<file path="src/rtl/bg_pkg.sv">
// Shared types and screen constants for the scrolling background renderer.
package bg_pkg;

   localparam int unsigned SCREEN_W = 640;
   localparam int unsigned SCREEN_H = 480;
   localparam int unsigned COORD_W  = 10;

   typedef enum logic [1:0] {
      DIR_RIGHT = 2'd0,
      DIR_LEFT  = 2'd1,
      DIR_DOWN  = 2'd2,
      DIR_UP    = 2'd3
   } scroll_dir_t;

   typedef enum logic [1:0] {
      IDLE,
      SCROLL,
      DONE
   } scroll_state_t;

endpackage

</file>
<file path="src/rtl/bg_coord_dda.sv">
// Per-axis scaling accumulator: tracks floor(n*SRC/SCR) for a screen coordinate n
// that restarts at 0 and advances by one on each step, without multiply/divide.
// Assumes SRC <= SCR, so at most one wrap per step.
module bg_coord_dda #(
   parameter int unsigned SRC = 200,
   parameter int unsigned SCR = 640,
   parameter int unsigned CW  = 10
) (
   input  logic          clk,
   input  logic          reset_n,
   input  logic          zero,
   input  logic          step,
   output logic [CW-1:0] coord
);

   localparam int unsigned AW = $clog2(SRC + SCR + 1);

   logic [CW-1:0] s_q, s_d;
   logic [AW-1:0] acc_q, acc_d;

   // acc holds the numerator for the next coordinate minus what s already accounts for
   always_comb begin
      s_d   = s_q;
      acc_d = acc_q;
      if (zero) begin
         s_d   = '0;
         acc_d = AW'(SRC);
      end else if (step) begin
         if (acc_q >= AW'(SCR)) begin
            s_d   = s_q + 1'b1;
            acc_d = acc_q - AW'(SCR) + AW'(SRC);
         end else begin
            acc_d = acc_q + AW'(SRC);
         end
      end
   end

   // Hold the scaled coordinate of the pixel just presented
   always_ff @(posedge clk or negedge reset_n) begin
      if (!reset_n) begin
         s_q   <= '0;
         acc_q <= '0;
      end else begin
         s_q   <= s_d;
         acc_q <= acc_d;
      end
   end

   assign coord = s_d;

endmodule

</file>
<file path="src/rtl/bg_scroll_renderer.sv">
// Full-screen background renderer: scales screen pixels onto a multi-room world map in
// ROM, looks colours up through an external palette, and slides between rooms on request.
module bg_scroll_renderer
   import bg_pkg::*;
#(
   parameter int unsigned SRC_W       = 200,
   parameter int unsigned SRC_H       = 200,
   parameter int unsigned SCR_W       = SCREEN_W,
   parameter int unsigned SCR_H       = SCREEN_H,
   parameter int unsigned ROOMS_X     = 2,
   parameter int unsigned ROOMS_Y     = 2,
   parameter int unsigned ADDR_W      = 18,
   parameter int unsigned IDX_W       = 5,
   parameter int unsigned ROM_LAT     = 1,
   parameter int unsigned SCROLL_STEP = 4,
   localparam int unsigned RXW = (ROOMS_X > 1) ? $clog2(ROOMS_X) : 1,
   localparam int unsigned RYW = (ROOMS_Y > 1) ? $clog2(ROOMS_Y) : 1
) (
   input  logic              vga_clk,
   input  logic              reset_n,
   input  logic [9:0]        DrawX,
   input  logic [9:0]        DrawY,
   input  logic              blank,
   input  logic              scroll_req,
   input  logic [1:0]        scroll_dir,
   output logic              scroll_busy,
   output logic              scroll_done,
   output logic              scroll_err,
   output logic [RXW-1:0]    room_x,
   output logic [RYW-1:0]    room_y,
   output logic [ADDR_W-1:0] rom_address,
   input  logic [IDX_W-1:0]  rom_q,
   output logic [IDX_W-1:0]  pal_index,
   input  logic [3:0]        pal_red,
   input  logic [3:0]        pal_green,
   input  logic [3:0]        pal_blue,
   output logic [3:0]        red,
   output logic [3:0]        green,
   output logic [3:0]        blue
);

   localparam int unsigned ORG_W      = $clog2(SRC_W * ROOMS_X + SRC_H * ROOMS_Y);
   localparam int unsigned ROW_STRIDE = SRC_W * ROOMS_X;

   logic [COORD_W-1:0] sx, sy, y_prev;
   logic               frame_start;
   logic [ADDR_W-1:0]  addr_d;
   logic [ROM_LAT:0]   blank_pipe;

   scroll_state_t      state;
   logic [ORG_W-1:0]   org_x, org_y, tgt_x, tgt_y, org_x_step, org_y_step;
   logic               axis_y, step_neg;
   logic [RXW-1:0]     nroom_x, req_rx;
   logic [RYW-1:0]     nroom_y, req_ry;
   logic               req_ok;

   bg_coord_dda #(.SRC(SRC_W), .SCR(SCR_W), .CW(COORD_W)) u_dda_x (
      .clk     (vga_clk),
      .reset_n (reset_n),
      .zero    (DrawX == '0),
      .step    (1'b1),
      .coord   (sx)
   );

   bg_coord_dda #(.SRC(SRC_H), .SCR(SCR_H), .CW(COORD_W)) u_dda_y (
      .clk     (vga_clk),
      .reset_n (reset_n),
      .zero    (DrawY == '0),
      .step    (DrawY != y_prev),
      .coord   (sy)
   );

   // Remember the previous row to detect line changes and frame start
   always_ff @(posedge vga_clk or negedge reset_n) begin
      if (!reset_n) y_prev <= '0;
      else          y_prev <= DrawY;
   end

   assign frame_start = (DrawY == '0) && (y_prev != '0);

   // Row stride is a constant, so this is a constant multiply
   assign addr_d = (ADDR_W'(org_y) + ADDR_W'(sy)) * ADDR_W'(ROW_STRIDE)
                 + ADDR_W'(org_x) + ADDR_W'(sx);

   // Stage 1 address register and blank delay line aligned to ROM latency
   always_ff @(posedge vga_clk or negedge reset_n) begin
      if (!reset_n) begin
         rom_address <= '0;
         blank_pipe  <= '0;
      end else begin
         rom_address <= addr_d;
         blank_pipe  <= {blank_pipe[ROM_LAT-1:0], blank};
      end
   end

   assign pal_index = rom_q;

   // Output colour register, forced to black outside active video
   always_ff @(posedge vga_clk or negedge reset_n) begin
      if (!reset_n) begin
         red   <= '0;
         green <= '0;
         blue  <= '0;
      end else if (blank_pipe[ROM_LAT]) begin
         red   <= pal_red;
         green <= pal_green;
         blue  <= pal_blue;
      end else begin
         red   <= '0;
         green <= '0;
         blue  <= '0;
      end
   end

   // Decode the requested neighbour room and whether it lies on the map
   always_comb begin
      req_rx = room_x;
      req_ry = room_y;
      req_ok = 1'b0;
      unique case (scroll_dir_t'(scroll_dir))
         DIR_RIGHT: begin
            req_ok = (32'(room_x) + 32'd1) < ROOMS_X;
            req_rx = room_x + 1'b1;
         end
         DIR_LEFT: begin
            req_ok = (room_x != '0);
            req_rx = room_x - 1'b1;
         end
         DIR_DOWN: begin
            req_ok = (32'(room_y) + 32'd1) < ROOMS_Y;
            req_ry = room_y + 1'b1;
         end
         DIR_UP: begin
            req_ok = (room_y != '0);
            req_ry = room_y - 1'b1;
         end
      endcase
   end

   assign org_x_step = step_neg ? org_x - ORG_W'(SCROLL_STEP) : org_x + ORG_W'(SCROLL_STEP);
   assign org_y_step = step_neg ? org_y - ORG_W'(SCROLL_STEP) : org_y + ORG_W'(SCROLL_STEP);

   // Room transition FSM; origin only moves on frame start so a frame never tears
   always_ff @(posedge vga_clk or negedge reset_n) begin
      if (!reset_n) begin
         state       <= IDLE;
         org_x       <= '0;
         org_y       <= '0;
         tgt_x       <= '0;
         tgt_y       <= '0;
         axis_y      <= 1'b0;
         step_neg    <= 1'b0;
         nroom_x     <= '0;
         nroom_y     <= '0;
         room_x      <= '0;
         room_y      <= '0;
         scroll_busy <= 1'b0;
         scroll_done <= 1'b0;
         scroll_err  <= 1'b0;
      end else begin
         scroll_done <= 1'b0;
         scroll_err  <= 1'b0;
         unique case (state)
            IDLE: begin
               if (scroll_req) begin
                  if (req_ok) begin
                     tgt_x       <= ORG_W'(req_rx) * ORG_W'(SRC_W);
                     tgt_y       <= ORG_W'(req_ry) * ORG_W'(SRC_H);
                     axis_y      <= scroll_dir[1];
                     step_neg    <= scroll_dir[0];
                     nroom_x     <= req_rx;
                     nroom_y     <= req_ry;
                     scroll_busy <= 1'b1;
                     state       <= SCROLL;
                  end else begin
                     scroll_err <= 1'b1;
                  end
               end
            end
            SCROLL: begin
               if (frame_start) begin
                  if (axis_y) org_y <= org_y_step;
                  else        org_x <= org_x_step;
                  if (axis_y ? (org_y_step == tgt_y) : (org_x_step == tgt_x)) begin
                     room_x      <= nroom_x;
                     room_y      <= nroom_y;
                     scroll_busy <= 1'b0;
                     scroll_done <= 1'b1;
                     state       <= DONE;
                  end
               end
            end
            DONE:    state <= IDLE;
            default: state <= IDLE;
         endcase
      end
   end

endmodule

</file>
<file path="config.mk">
export PLATFORM = sky130hd
export DESIGN_NAME = bg_scroll_renderer
export DESIGN_NICKNAME = d
export VERILOG_FILES = /design/src/rtl/bg_pkg.sv /design/src/rtl/bg_coord_dda.sv /design/src/rtl/bg_scroll_renderer.sv
export SDC_FILE = /design/constraint.sdc
export NUM_CORES = 1
export LEC_CHECK = 0
export CELL_PAD_IN_SITES_DETAIL_PLACEMENT = 1
export CELL_PAD_IN_SITES_GLOBAL_PLACEMENT = 2
export CORE_UTILIZATION = 37
export CTS_BUF_LIST = sky130_fd_sc_hd__clkbuf_8 sky130_fd_sc_hd__clkbuf_16
export DETAILED_ROUTE_END_ITERATION = 12
export HOLD_SLACK_MARGIN = 0.15
export PLACE_DENSITY_LB_ADDON = 0.1
export SETUP_SLACK_MARGIN = 0.02
export SYNTH_ARGS = -nofsm -noshare
export SYNTH_HDL_FRONTEND = slang
export SYNTH_HIERARCHICAL = 1
export SYNTH_SLANG_ARGS = --single-unit
</file>
<file path="constraint.sdc">
create_clock -name vga_clk -period 6.8 [get_ports vga_clk]
set_clock_uncertainty 0.05 [all_clocks]
set_input_delay 1.7 -clock vga_clk [delete_from_list [all_inputs] [get_ports vga_clk]]
set_output_delay 1.7 -clock vga_clk [all_outputs]
set_load 0.01 [all_outputs]
</file>
After elaboration in Yosys (flattened, before gate mapping):

Cells that the tools add are included.

* multipliers: 3
* reduce and logical (&&, ||, !) cells: 14
* bitwise logic cells: 1
* $lt $le $gt $ge: 4
* eq/ne operators: 11
* add/sub/neg operators: 21
* multiplexer cells: 35

Operators with widths (number)
* 10-bit 2-to-1 mux: 12
* 10-bit by 8-bit adder with 10-bit output (second input constant): 4
* 18-bit by 10-bit adder with 18-bit output: 2
* 10-bit by 1-bit adder with 10-bit output (second input constant): 2
* 10-bit by 3-bit adder with 10-bit output (second input constant): 2
* 10-bit by 9-bit == test with 1-bit output: 2
* 10-bit zero test: 2
* 10-bit by 3-bit subtractor with 10-bit output (second input constant): 2
* 11-bit by 5-bit multiplier with 14-bit output (second input constant): 1
* 1-bit by 5-bit multiplier with 6-bit output (second input constant): 2
* 4-bit 2-to-1 mux: 3
* 3-bit AND reduction: 4
* 10-bit by 10-bit adder with 11-bit output: 1
* 1-bit 2-to-1 mux: 11
* 10-bit >= comparator (second input constant): 1
* 10-bit by 9-bit >= comparator with 1-bit output (second input constant): 1
* 10-bit != test: 1
* 10-bit nonzero test: 1
* 10-bit subtractor (second input constant): 1
* 10-bit by 9-bit subtractor with 10-bit output (second input constant): 1
* 2-bit 2-to-1 mux: 4
* 2-bit != test (second input constant): 4
* 1-bit one-hot mux with 2 select lines: 3
* 5-bit AND reduction: 1
* other kinds (13): 21

* register bits: 125
* bits of input ports: 43
* logic and storage cells: 113
* output and inout bits: 40

Depth between registers and ports, before layout:

Gate-level depths: netlist of the first run.

* depth after elaboration: 8
* gate-level depth with buffers: 27
* depth with buffers taken out: 26

Modules after synthesis:

The synthesis of the first run kept the hierarchy.

Modules (own cells, without submodules)
* bg_scroll_renderer: seq. area each 1726.7 µm², area an instance 4947.2 µm², cells an instance 480, instances 1
* bg_coord_dda (u_dda_y): seq. area each 425.4 µm², area an instance 948.4 µm², cells an instance 91, instances 1
* bg_coord_dda (u_dda_x): seq. area each 425.4 µm², area an instance 914.6 µm², cells an instance 93, instances 1

Least setup slack after synthesis of the first run:

OpenSTA, ideal clock, no wires.

* path kind: input to register
* start: in DrawY[2]
* end: reg rom_address[17]
* cell stages on the path: 26
* required time: 6616 ps
* data arrival time: 6720 ps
* setup time: 134 ps
* buffers on the path: 1
* setup slack: -104 ps
* cells stage by stage: xor2_1 -> nor4_1 -> nand4_1 -> clkbuf_1 -> nand3b_1 -> xor2_1 -> nor2_1 -> ha_1 -> fa_1 -> a21oi_1 -> nor2b_1 -> o21a_1 -> nor2_1 -> ha_1 -> ha_1 -> inv_1 -> fa_1 -> inv_1 -> ha_1 -> o21ai_0 -> a21oi_1 -> nand2_1 -> xor2_1 -> nor2_1 -> nor4b_2 -> xnor3_1

* cells in the longest elaborated chain, start to end: 7
* elaborated cells between the ends (all ways): 8
* classes of those cells: add/sub (3); mul (1); eq/ne (1); mux (2); reduce/logical (1)

Ends and longest elaborated chain
* from (decl): RTL line bg_scroll_renderer.sv:22 `input logic [9:0] DrawY,`
* 10-bit != test: RTL line bg_scroll_renderer.sv:69 `.step (DrawY != y_prev),`
* 10-bit 2-to-1 mux: RTL line bg_coord_dda.sv:28 `end else if (step) begin`
* 10-bit 2-to-1 mux (*): RTL line bg_coord_dda.sv:25 `if (zero) begin`
* named net sy[2]: RTL line bg_scroll_renderer.sv:45 `logic [COORD_W-1:0] sx, sy, y_prev;`
* 10-bit by 10-bit adder with 11-bit output (*): RTL line bg_scroll_renderer.sv:82 `assign addr_d = (ADDR_W'(org_y) + ADDR_W'(sy)) * ADDR_W'(ROW_STRIDE)`
* 11-bit by 5-bit multiplier with 14-bit output (*): RTL line bg_scroll_renderer.sv:82
* 18-bit by 10-bit adder with 18-bit output (*) (2 in a row): RTL line bg_scroll_renderer.sv:83 `+ ADDR_W'(org_x) + ADDR_W'(sx);`
* named net addr_d[17]: RTL line bg_scroll_renderer.sv:47 `logic [ADDR_W-1:0] addr_d;`
* to (signal assigned): RTL line bg_scroll_renderer.sv:91 `rom_address <= addr_d;`
* to (decl): RTL line bg_scroll_renderer.sv:31 `output logic [ADDR_W-1:0] rom_address,`

Mark *: on every way through the listed nets, which the timed path passes. The rest lies on a longest branch.
A chain may end at the register's enable or synchronous reset.

Worst setup path after layout of the first run:

* start: in DrawY[9]
* end: reg rom_address[17]

Same word-level chain as after synthesis.

==> flow_summary.ini, run 1 <==
[clock_network]
insertion_delay_ns = 0.36
cts_tree = yes
clk_pin_slew_worst_paths_ns = 0.08
postCtsHoldBufs = 0
cts_buffers = 9
root_buffer = clkbuf_16
max-clock-path-buffers = 2
cts_sinks = 103
htreeDepth = 3

[finish]
final_cell_mix = dfrtp_1 (103), buf_4 (86), clkdlybuf4s50_1 (61), ha_1 (56), nor2_1 (53)
final_cells = 1049
fin_util_pct = 49.4
syn2layout_area_growth_pct = 30.9
final_common_cell = dfrtp_1
drive_gt1_share_pct = 22.3
nets = 939
diodes = 0

[power_and_ir_drop]
ir_worst_vdd_uv = 504
leakage_uw = 0.00414
power_density_nw_per_um2 = 547

[logic_synthesis]
ys.flop_type = dfrtp_1
ys_ff_latch = 103
synthTopCellsByArea = dfrtp_1 (38%), ha_1 (12%), xnor2_1 (5.5%), fa_1 (4.7%), xor2_1 (3.9%)
syn_area_um2 = 6810
ys_types = 76
synth-seq-area-share_pct = 37.8
postSynthCellCount = 664
yosys.area.top_type = dfrtp_1
synth_edf_count = 0
syn_avg_cell_area_um2 = 10.3
yosys_warnings = 6
synth.top_cell.area_share_pct = 37.8
async_reset_ff_share_pct = 100

[sta]
fin_crit_sh_pct = 96.6
hold_ws_ns = 0.303
setup_violations = 0
fmax_mhz = 152
drv_slew = 0
hold_viol_final = 0
final.min_clock_period_ns = 6.57
fin_setup_tns_ns = 0
worst_pin_slew_ns = 0.952
slew_headroom_pct = 36.5

[min_path]
hp-class = flip-flop to flip-flop

[critical_path]
critical_path.slowest_cell = fa_1
cp_max_fo = 5
startpoint_type = input port
cp_slowest_stage_delay_ns = 0.51
crit_required_ns = 6.99
worst-path-buf-inv = 5
arrival_ns = 6.76
path_delay_family = adder cells
end_kind = flip-flop
path_class = input port to flip-flop

[route]
vias = 5439
drc = 0
drt-total-wl_um = 17300
antenna_left = 0
vias_per_cell = 5.18
first_pass_iters = 4
wire_per_inst_um = 16.5
drt_iter0_drc = 182

[die]
die_y_um = 138
rows = 49
dieArea_um2 = 19000
pin_count = 83
core_um2 = 18000
initial_core_util_pct = 37.8
fp.dieW_um = 138

[place]
dp_hpwl_um = 13100
dp_cells = 1019
gp_congestion = 0.785
port_buffers = 72

[grt]
grt_pass1_vias = 5864
grt_pass1_wl_um = 28200
antenna_found_initial = 0
track_usage_pct = 18.9
grt_max_degree = 55
grt-ovfl-total = 0

[flow_run]
cap_violations = 0

[outcome]
outcome = finished, final reports clean
==> logic make-up after synthesis <==
family	share of synthesized area [%]
buffers and inverters	4.35
other	0.0551
adders and majority gates	16.8
xor gates and xnor gates	10.4
muxes	2.61
DFF	37.8
AOI/OAI and AO/OA	12.2
and+or+nand+nor	15.7
==> worst paths after layout <==
kind / from / end / slack [ns] / cells past startpoint
min reg2reg: blank_pipe[0] / blank_pipe[1] / 0.30 / 0
max reg2reg: y_prev[9] / rom_address[17] / 1.27 / 27
min in group asynchronous: reset_n / rom_address[4] / 1.32 / 1
min: blank_pipe[0] / blank_pipe[1] / 0.30 / 0
max: DrawY[9] / rom_address[17] / 0.23 / 28
max in group asynchronous: reset_n / rom_address[7] / 4.20 / 2
==> per-layer routing <==
metal  GRT usage, %  vias to the layer above  routed length [um]
li1               -                     2616                   -
met1           22.9                     2713                7580
met2           34.4                       88                8790
met3           3.16                       22                 698
met4           4.88                        0                 227
met5              0                        -                   0
==> per-stage QoR <==
stage	total power (uW)	worst slack (ns)	cell area, um^2
finish	4870	0.229	8910
global route	5380	-0.0747	8910
CTS	4890	0.0275	8750
detailed placement	4220	-0.800	8280
global placement	4080	-0.445	8280
floorplan	2840	0.0266	6870
==> Yosys cell counts (all sizes together) (5+ instances only) <==
library cell	n
clkbuf	11
a21oi	29
buf	11
or3	7
and2	13
a21o	10
and3	5
nor4	12
fa	16
nor2b	8
xnor2	43
nor2	57
xor2	30
ha	65
nand3	12
or2	5
o21ai	30
dfrtp	103
nand2b	11
nor3	16
nand2	28
nand4	12
inv	46
mux2i	8
o21a	6
mux2	8
==> power by group <==
part | leakage (uW) | internal [uW] | total, uW | switching, uW
Sequential | 0.00130 | 773 | 902 | 128
Combinational | 0.00269 | 1780 | 3410 | 1630
Clock | 0.000155 | 298 | 562 | 264
Total | 0.00414 | 2850 | 4870 | 2020
==> cell type report <==
class / count / area [um^2]
multi-input combinational: 497 / 4220
inverter: 46 / 173
clock buffer: 9 / 225
fill: 2003 / 9110
tap: 229 / 287
sequential: 103 / 2580
timing repair buffer: 158 / 1330
clock inverter: 7 / 101
==> state kept, by name (all words and copies together), names as in the netlist, 2 cells and up <==
register       cells
y_prev            10
rom_address       18
u_dda_x/acc_q      7
blank_pipe         2
org_y              8
red                4
state              2
blue               4
org_x              8
u_dda_y/acc_q      7
u_dda_y/s_q       10
green              4
u_dda_x/s_q       10
==> timing repair <==
item	in CTS	in global routing
pin swaps	21	35
setup endpoints to repair	5	6
gates cloned	0	0
endpoints found under the hold margin	0	0
gates resized for setup	32	46
setup buffers	9	6
Note: power is estimated with default switching activity, not from simulation.
==> inputs of run 2 (changes only) <==
--- a/config.mk
+++ b/config.mk
@@ -12,6 +12,7 @@
 export DETAILED_ROUTE_END_ITERATION = 12
 export HOLD_SLACK_MARGIN = 0.15
 export PLACE_DENSITY_LB_ADDON = 0.1
+export RECOVER_POWER = 50
 export SETUP_SLACK_MARGIN = 0.02
 export SYNTH_ARGS = -nofsm -noshare
 export SYNTH_HDL_FRONTEND = slang
==> run 2 against run 1 <==
Die area did not move. Maximum frequency barely moved. Highest routed layer unchanged. Clock-buffer cell count did not move. Via count barely moved. The flow now finishes with violations (max-capacitance violations, max-slew violations). Clock power barely moved. Critical path depth did not move.
==> flow_summary.ini, run 2 (synthesized netlist as in run 1, its figures left out) <==
[outcome]
outcome = complete, but fails checks
violations = max-capacitance violations, max-slew violations

[clock_network]
cts_buffers = 9
max-clock-path-buffers = 2
insertion_delay_ns = 0.36
cts_tree = yes
cts_sinks = 103
htreeDepth = 3
root_buffer = clkbuf_16
clk_pin_slew_worst_paths_ns = 0.08
postCtsHoldBufs = 0

[finish]
largest_reg_flops = 18
regMostFlops = rom_address
final_cell_mix = dfrtp_1 (103), buf_4 (77), ha_1 (56), nor2_1 (53), clkdlybuf4s50_1 (53)
syn2layout_area_growth_pct = 30.5
nets = 939
final_area_um2 = 8880
fillers = 2007
drive_gt1_share_pct = 21.3
final_common_cell = dfrtp_1
diodes = 0
fin_util_pct = 49.3

[critical_path]
reg2reg_from = y_prev[9]
cp_max_fo = 5
rr_worst_depth = 27
cp_slowest_stage_delay_ns = 0.51
arrival_ns = 6.77
path_class = input port to flip-flop
r2r_slack_ns = 1.26
r2r-end = rom_address[17]
crit_start = DrawY[9]
startpoint_type = input port
cp-endpoint = rom_address[17]
critical_path.slowest_cell = fa_1
crit_required_ns = 6.99
end_kind = flip-flop

[die]
initial_core_util_pct = 37.8
fp.dieW_um = 138
dieArea_um2 = 19000
pin_count = 83
rows = 49
core_um2 = 18000
die_y_um = 138

[route]
drt-total-wl_um = 17300
drt_iter0_drc = 181
drc = 0
vias = 5438
vias_per_cell = 5.18
antenna_left = 0
first_pass_iters = 4
wire_per_inst_um = 16.5

[sta]
final.min_clock_period_ns = 6.58
setup_violations = 0
fin_crit_sh_pct = 96.7
worst_pin_slew_ns = 2.75
drv_slew = 51
fin_setup_tns_ns = 0
finalWorstSetupSlack_ns = 0.224
fmax_mhz = 152
slew_headroom_pct = -83.4
hold_viol_final = 0

[grt]
grt-ovfl-total = 0
track_usage_pct = 18.9
antenna_found_initial = 0
grt_pass1_vias = 5864
grt_max_degree = 55
grt_pass1_wl_um = 28200

[flow_run]
cap_violations = 1

[power_and_ir_drop]
ir_worst_vdd_uv = 504
leakage_uw = 0.00411
power_density_nw_per_um2 = 548
power.total_uw = 4870

[place]
dp_hpwl_um = 13100
placed_cell_area_um2 = 8280
dp_slack_ns = -0.800
port_buffers = 72
gp_congestion = 0.785

[min_path]
hp-class = flip-flop to flip-flop
## run 2: area by class of cell
| class | count | area, um^2 | share of cell area [%] |
|---|---|---|---|
| multi-input combinational | 497 | 4220 | 47.5 |
| sequential | 103 | 2580 | 29.0 |
| timing repair buffer | 158 | 1300 | 14.6 |
| tap | 229 | 287 | 3.22 |
| clock buffer | 9 | 225 | 2.53 |
| inverter | 46 | 173 | 1.94 |
| clock inverter | 7 | 101 | 1.14 |
## run 2: how the worst min path moves through the flow
stage,startpoint,end,slack (ns),cells past startpoint
after CTS,blank_pipe[0],blank_pipe[1],0.30,0
final,blank_pipe[0],blank_pipe[1],0.30,0
after global routing,blank_pipe[0],blank_pipe[1],0.33,0
after global placement,blank_pipe[0],blank_pipe[1],0.29,0
after floorplan,blank_pipe[0],blank_pipe[1],0.28,0
after detailed placement,blank_pipe[0],blank_pipe[1],0.29,0
## run 2: power breakdown
part | switching, uW | internal [uW] | total, uW | leakage (uW)
Clock | 264 | 298 | 561 | 0.000155
Combinational | 1630 | 1770 | 3410 | 0.00266
Sequential | 129 | 773 | 902 | 0.00130
## run 2: layer usage
metal  GRT usage (%)  vias up  share of wire [%]
met5               0        -                  0
met4            4.88        0                1.3
met3            3.16       22                3.9
met2            34.4       90                 51
met1            22.9     2708                 44
li1                -     2618                  -
## run 2: critical path, delay by kind of cell
kind / cells / cell delay [ns]
AO/OA/AOI/OAI: 3 / 0.48
buffers and inverters: 5 / 0.49
adder cells (fa/ha/maj): 6 / 1.81
XOR/XNOR: 4 / 0.73
AND/OR/NAND/NOR: 10 / 1.55
## run 2: timing repair
item / CTS / global route
gates resized for setup: 32 / 46
endpoints found under the setup margin: 5 / 6
cloned: 0 / 0
setup buffers: 9 / 6
pin swaps: 21 / 35
## run 2: metrics by stage
stage / cells / hold slack, ns
detailed placement: 1019 / 0.287
global placement: 1019 / 0.294
finish: 1049 / 0.303
CTS: 1044 / 0.305
floorplan: 668 / 0.281
global route: 1049 / 0.325
